<file path="src/rtl/silife_grid_reader.sv">
// silife_grid_reader: freezes the silife grid, walks row_select over every row,
// captures each row after a one-cycle settle and hands it downstream over a
// valid/ready interface. A frame is always a snapshot of one generation.
module silife_grid_reader #(
  parameter int ROWS = 8,
  parameter int COLS = 8
) (
  input  logic                    clk,
  input  logic                    reset_n,
  input  logic                    start,
  input  logic                    abort,
  output logic                    busy,
  output logic                    done,
  output logic                    grid_enable,
  output logic [$clog2(ROWS)-1:0] row_select,
  input  logic [COLS-1:0]         cells,
  output logic [COLS-1:0]         out_data,
  output logic                    out_valid,
  input  logic                    out_ready,
  output logic                    out_last
);

  localparam int            RW       = $clog2(ROWS);
  localparam logic [RW-1:0] LAST_ROW = RW'(ROWS - 1);

  typedef enum logic [1:0] {
    IDLE   = 2'd0,
    SETTLE = 2'd1,
    SEND   = 2'd2
  } state_t;

  state_t          state_reg, state_next;
  logic [RW-1:0]   row_reg, row_next;
  logic [COLS-1:0] data_reg, data_next;
  logic [COLS-1:0] sampled;
  logic            valid_reg, valid_next;
  logic            last_reg, last_next;
  logic            done_reg, done_next;
  logic            capture;
  logic            handshake;

  // The row is only sampled at the end of SETTLE, once row_select has had a full
  // cycle to propagate through the grid's row mux.
  assign capture   = (state_reg == SETTLE) && !abort;
  assign handshake = valid_reg && out_ready;

  // Per-column capture mux: load from the grid when capturing, otherwise hold.
  genvar gi;
  generate
    for (gi = 0; gi < COLS; gi = gi + 1) begin : g_capture
      assign sampled[gi] = capture ? cells[gi] : data_reg[gi];
    end
  endgenerate

  // Next-state and next-output logic; abort overrides everything, including start.
  always_comb begin
    state_next = state_reg;
    row_next   = row_reg;
    data_next  = sampled;
    valid_next = valid_reg;
    last_next  = last_reg;
    done_next  = 1'b0;

    case (state_reg)
      IDLE: begin
        if (start) begin
          state_next = SETTLE;
          row_next   = '0;
        end
      end
      SETTLE: begin
        valid_next = 1'b1;
        last_next  = (row_reg == LAST_ROW);
        state_next = SEND;
      end
      SEND: begin
        if (handshake) begin
          valid_next = 1'b0;
          if (last_reg) begin
            // Final row taken: release the grid and signal frame completion.
            last_next  = 1'b0;
            done_next  = 1'b1;
            row_next   = '0;
            state_next = IDLE;
          end else begin
            row_next   = row_reg + RW'(1);
            state_next = SETTLE;
          end
        end
      end
      default: state_next = IDLE;
    endcase

    if (abort) begin
      state_next = IDLE;
      row_next   = '0;
      data_next  = '0;
      valid_next = 1'b0;
      last_next  = 1'b0;
      done_next  = 1'b0;
    end
  end

  // State and output registers with asynchronous active-low reset.
  always_ff @(posedge clk or negedge reset_n) begin
    if (!reset_n) begin
      state_reg <= IDLE;
      row_reg   <= '0;
      data_reg  <= '0;
      valid_reg <= 1'b0;
      last_reg  <= 1'b0;
      done_reg  <= 1'b0;
    end else begin
      state_reg <= state_next;
      row_reg   <= row_next;
      data_reg  <= data_next;
      valid_reg <= valid_next;
      last_reg  <= last_next;
      done_reg  <= done_next;
    end
  end

  assign busy        = (state_reg != IDLE);
  assign grid_enable = !busy;
  assign done        = done_reg;
  assign row_select  = row_reg;
  assign out_data    = data_reg;
  assign out_valid   = valid_reg;
  assign out_last    = last_reg;

endmodule
</file>
<file path="config.mk">
export PLATFORM = sky130hd
export DESIGN_NAME = silife_grid_reader
export DESIGN_NICKNAME = d
export VERILOG_FILES = /design/src/rtl/silife_grid_reader.sv
export SDC_FILE = /design/constraint.sdc
export NUM_CORES = 1
export LEC_CHECK = 0
export CORE_MARGIN = 10
export CORE_UTILIZATION = 40
export CTS_BUF_LIST = sky130_fd_sc_hd__clkbuf_4 sky130_fd_sc_hd__clkbuf_8
export DETAILED_ROUTE_END_ITERATION = 7
export HOLD_SLACK_MARGIN = 0.12
export PLACE_DENSITY = 0.76
export SKIP_CTS_REPAIR_TIMING = 1
export SYNTH_ARGS = -nofsm -noshare
export SYNTH_HDL_FRONTEND = slang
export SYNTH_SLANG_ARGS = --single-unit
</file>
<file path="constraint.sdc">
create_clock -name clk -period 1.2 [get_ports clk]
set_input_delay 0.24 -clock clk [delete_from_list [all_inputs] [get_ports clk]]
set_output_delay 0.24 -clock clk [all_outputs]
set_load 0.005 [all_outputs]
</file>
# Yosys cells after proc, flatten, opt, wreduce, memory -nomap -nowiden
# Cells that the tools add are included.
# word_totals
register_bits	16
inputBits	13
output_inout_bits	16
wordCells	52
# op_classes
addsub	1
eq_ne	5
muxes	28
n_reduce_logical	12
# ops
cell	n
$mux 1	16
$mux 3	4
$mux 8	1
$mux 2	3
$ne 3x3->1 const B	2
$pmux 2 s3	1
$pmux 3 s2	1
$reduce_bool 3->1	2
$pmux 1 s2	2
$reduce_and 2->1	2
$reduce_bool 2->1	2
$add 3x1->3 const B	1
$eq 3x3->1 const B	1
$reduce_and 3->1	1
$eq 2x1->1 const B	1
$eq 2x2->1 const B	1
$logic_and 1x1->1	2
$logic_not 1->1	2
$logic_not 2->1	1

# Longest topological paths before layout
# logic_depth
depth_word	5
depth_mapped	5
ltp_nobuf	4

# Worst setup path after synthesis
# No wires, ideal clock.
# synth_timing
kind	reg2reg
from	reg row_reg[0] (netlist: row_select[0])
to	reg row_reg[2] (netlist: row_select[2])
setup_time_ps	121
t_arrival_ps	1066
t_required_ps	1079
setup_slack_ps	12
path_stages_with_launch	4
path_buffers	0
period_less_slack_ps	1188
cell_sequence	dfrtp_1 ha_1 ha_1 a22o_2
# synth_via
elab_chain_len	5
# synth_lines
item	line_no	source
from (decl)	33	logic [RW-1:0] row_reg, row_next;
from (signal assigned)	115	row_reg <= row_next;
$add 3x1->3	86	row_next = row_reg + RW'(1);
$mux 3	79	if (last_reg) begin
$mux 3	77	if (handshake) begin
$pmux 3 s2	64	case (state_reg)
$mux 3	94	if (abort) begin
# No other way between the ends. The select of a mux whose other input is x is not followed.
# A chain may end at the register's enable or synchronous reset.

# Worst setup path after layout
# layout_timing
from	reg state_reg[1]
to	out grid_enable
# layout_via
elab_chain_len	2
# layout_lines
item	line_no	source
from (decl)	32	state_t state_reg, state_next;
from (signal assigned)	114	state_reg <= state_next;
$reduce_bool 2->1	123	assign busy = (state_reg != IDLE);
$logic_not 1->1	124	assign grid_enable = !busy;
to (decl)	14	output logic grid_enable,
# No other way between the ends.

==> impl_metrics.xml <==
<?xml version="1.0" encoding="UTF-8"?>
<metrics>
  <group name="floorplan">
    <metric name="dieWidth" unit="um">63.2</metric>
    <metric name="design.die.area" unit="mm2">0.00399</metric>
    <metric name="ios" unit="">29</metric>
    <metric name="start_util" unit="%">42.7</metric>
    <metric name="die_height" unit="um">63.2</metric>
    <metric name="std_cell_rows" unit="">15</metric>
    <metric name="coreArea" unit="mm2">0.00175</metric>
  </group>
  <group name="pwr">
    <metric name="leakagePower" unit="nW">0.777</metric>
    <metric name="power.density_cell_area" unit="mW/mm2">921</metric>
    <metric name="ir_worst_vdd" unit="mV">0.710</metric>
  </group>
  <group name="synthesis">
    <metric name="async_flop_share" unit="%">100</metric>
    <metric name="postSynth.topFlopCell" unit="">dfrtp_1</metric>
    <metric name="syn_area" unit="um2">746</metric>
    <metric name="synth-seq-cells" unit="">16</metric>
    <metric name="syn_nets" unit="">88</metric>
    <metric name="synth_edf_count" unit="">0</metric>
    <metric name="synth.lib_cells_used.distinct" unit="">25</metric>
    <metric name="synthMostInstantiatedCell" unit="">nand2_1</metric>
    <metric name="synth.largest_area_cell" unit="">dfrtp_1</metric>
    <metric name="synth_top_cells_by_count" unit="">17 x nand2_1, 16 x dfrtp_1, 11 x a21oi_1, 3 x inv_1</metric>
    <metric name="postSynthCellCount" unit="">73</metric>
    <metric name="synthTopCellsByArea" unit="">dfrtp_1 54%, nand2_1 8.6%, a21oi_1 7.4%, ha_1 3.4%, a22o_2 2.7%</metric>
    <metric name="synth-seq-area-share" unit="%">53.7</metric>
    <metric name="yosys.area.top_type_share" unit="%">53.7</metric>
    <metric name="yosys_warnings" unit="">0</metric>
    <metric name="syn_area_per_cell" unit="um2">10.2</metric>
  </group>
  <group name="setup_path">
    <metric name="crit_path_top_delay_cell" unit="">dfrtp_1</metric>
    <metric name="crit_path_start_kind" unit="">register</metric>
    <metric name="critPathCaptureType" unit="">primary output</metric>
    <metric name="crit_fanout" unit="">2</metric>
    <metric name="cp_data_required_time" unit="ns">0.96</metric>
    <metric name="worstPathArrival" unit="ns">1.07</metric>
    <metric name="cp_cell_sequence" unit="">or2_4 -&gt; inv_2 -&gt; buf_6</metric>
    <metric name="critical-path-max-stage-delay" unit="ns">0.39</metric>
    <metric name="critical_path_class" unit="">register to primary output</metric>
  </group>
  <group name="placement">
    <metric name="globalplace.congestion" unit="">0.826</metric>
    <metric name="placement.io_buffers" unit="">28</metric>
    <metric name="pre_cts_ws" unit="ns">-0.252</metric>
    <metric name="detailed_place_hpwl" unit="um">1450</metric>
  </group>
  <group name="final_layout">
    <metric name="finish.utilization" unit="%">76.0</metric>
    <metric name="fillers" unit="">119</metric>
    <metric name="flow.area_growth_from_synthesis" unit="%">77.9</metric>
    <metric name="footprint_of_the_multi_input_gates" unit="um2">378</metric>
    <metric name="largest_register_ff_count" unit="">8</metric>
    <metric name="register_area" unit="um2">402</metric>
    <metric name="final_stage_net_count" unit="">135</metric>
    <metric name="num_antenna_cells" unit="">0</metric>
    <metric name="drive_above_1_share" unit="%">38.7</metric>
  </group>
  <group name="detailed_routing">
    <metric name="met3_wirelength" unit="um">80</metric>
    <metric name="top_layer_used" unit="">met4</metric>
    <metric name="totalWireLength" unit="um">2310</metric>
    <metric name="detail_route.vias_per_cell" unit="">4.90</metric>
    <metric name="routedLengthMet1" unit="um">945</metric>
    <metric name="final_antenna_net_count" unit="">0</metric>
    <metric name="via_count" unit="">706</metric>
    <metric name="drt_iter0_markers" unit="">3</metric>
    <metric name="drc_errors" unit="">0</metric>
    <metric name="drt_pre_antenna_iters" unit="">3</metric>
    <metric name="wl_met2" unit="um">1250</metric>
    <metric name="routed_wire_length_per_instance" unit="um">16.0</metric>
  </group>
  <group name="hold_path">
    <metric name="min-delay-path-class" unit="">input pin to asynchronous set/reset pin</metric>
  </group>
  <group name="timing">
    <metric name="clk_skew" unit="ns">0.00570</metric>
    <metric name="final-max-slew-violation-count" unit="">0</metric>
    <metric name="achievable-frequency" unit="MHz">764</metric>
    <metric name="tightestPinTransition" unit="ns">0.325</metric>
    <metric name="maxSlewHeadroom" unit="%">78.1</metric>
    <metric name="final.period_utilization" unit="%">109</metric>
    <metric name="setup_viol" unit="">7</metric>
    <metric name="finalWorstSetupSlack" unit="ns">-0.109</metric>
    <metric name="layout_min_cycle_time" unit="ns">1.31</metric>
    <metric name="grt_setup_unrepaired" unit="">yes</metric>
    <metric name="timing_hold_violations_final" unit="">0</metric>
  </group>
  <group name="clocking">
    <metric name="htreeDepth" unit="">1</metric>
    <metric name="cts-buffers-inserted" unit="">3</metric>
    <metric name="tritoncts" unit="">built</metric>
    <metric name="clk_pin_slew_worst_paths" unit="ns">0.09</metric>
    <metric name="clock_latency" unit="ns">0.28</metric>
    <metric name="cts.sinks" unit="">16</metric>
    <metric name="clock_tree.root_cell" unit="">clkbuf_4</metric>
    <metric name="clock_path_buffers" unit="">2</metric>
  </group>
  <group name="flow_run">
    <metric name="max_cap_viol_count" unit="">0</metric>
  </group>
  <group name="run_status">
    <metric name="run_status" unit="">finished, violations left</metric>
    <metric name="violations" unit="">negative setup slack</metric>
  </group>
  <group name="global_route">
    <metric name="grt_start_max_net_pins" unit="">17</metric>
    <metric name="number_of_global_route_vias_before_repair" unit="">682</metric>
    <metric name="grt_usage" unit="%">9.86</metric>
    <metric name="antenna_found_initial" unit="">0</metric>
    <metric name="grt_overflow" unit="">0</metric>
    <metric name="grt_first_pass_wirelength" unit="um">3190</metric>
  </group>
</metrics>
## worst max-delay path: cells and delay by family, from the launching register on
kind | cells | cell delay, ns
AND/OR/NAND/NOR | 1 | 0.26
flip-flops | 1 | 0.39
buffers and inverters | 2 | 0.13
## through the flow
step / hold WS (ns) / total power, mW / TNS, ns / instance area, um2 / std cells
3_5_place_dp: 0.521 / 0.815 / -2.39 / 1090 / 130
2_1_floorplan: -0.0556 / 0.679 / 0 / 746 / 73
3_3_place_gp: 0.509 / 0.811 / -2.02 / 1090 / 130
5_1_grt: 0.265 / 1.29 / -0.989 / 1330 / 144
6_report: 0.262 / 1.22 / -0.334 / 1330 / 144
4_1_cts: 0.254 / 1.17 / -5.38 / 1130 / 134
## layout by cell type, fill, tap and decap left out, types with 2 or more instances in the layout
| cell | n |
|---|---|
| a21oi_1 | 7 |
| a21oi_2 | 4 |
| a22o_2 | 2 |
| buf_4 | 17 |
| buf_6 | 4 |
| clkbuf_4 | 3 |
| clkdlybuf4s50_1 | 12 |
| dfrtp_1 | 15 |
| dlymetal6s2s_1 | 12 |
| inv_1 | 2 |
| nand2_1 | 17 |
| nor2_1 | 2 |
| nor3_1 | 2 |
## power by group
| group | leakage [nW] | switching (mW) | internal [mW] |
|---|---|---|---|
| sequential | 0.218 | 0.0136 | 0.562 |
| combinational | 0.538 | 0.131 | 0.168 |
| clock | 0.0210 | 0.162 | 0.185 |
| total | 0.777 | 0.307 | 0.915 |
## path summary, 6_finish.rpt
check                                               from                         to  slack (ns)  depth (start not counted)
worst max-delay path            state_reg[1]$_DFFE_PN0P_                grid_enable       -0.11                          3
worst min-delay path                             reset_n    out_data[6]$_DFFE_PN0P_        0.26                          2
worst max register to register  state_reg[0]$_DFFE_PN0P_  row_select[0]$_DFFE_PN0P_       -0.06                          4
worst min register to register   out_data[1]$_DFFE_PN0P_    out_data[1]$_DFFE_PN0P_        0.53                          2
max in group asynchronous                        reset_n       out_last$_DFFE_PN0P_        0.73                          2
min in group clk                                cells[0]    out_data[0]$_DFFE_PN0P_        0.49                          3
## layer usage
| layer | GRT usage [%] | vias up |
|---|---|---|
| li1 | - | 342 |
| met1 | 11.1 | 347 |
| met2 | 16.5 | 13 |
| met3 | 3.00 | 4 |
| met4 | 4.92 | 0 |
| met5 | 0 | - |
## logic make-up after synthesis
group / share of synthesized area [%]
AND/OR/NAND/NOR: 20.3
AO/OA/AOI/OAI: 14.4
flip-flops: 53.7
buffers and inverters: 6.21
adder cells (fa/ha/maj): 3.36
multiplexers: 2.01
## cell type report
type / instances / area share [%]
clock buffer: 4 / 2.74
tap: 25 / 2.36
inverter: 3 / 0.849
multi-input combinational: 49 / 28.5
sequential: 16 / 30.3
timing repair buffer: 47 / 35.3
No activity file was read; power rests on OpenSTA's default activity.
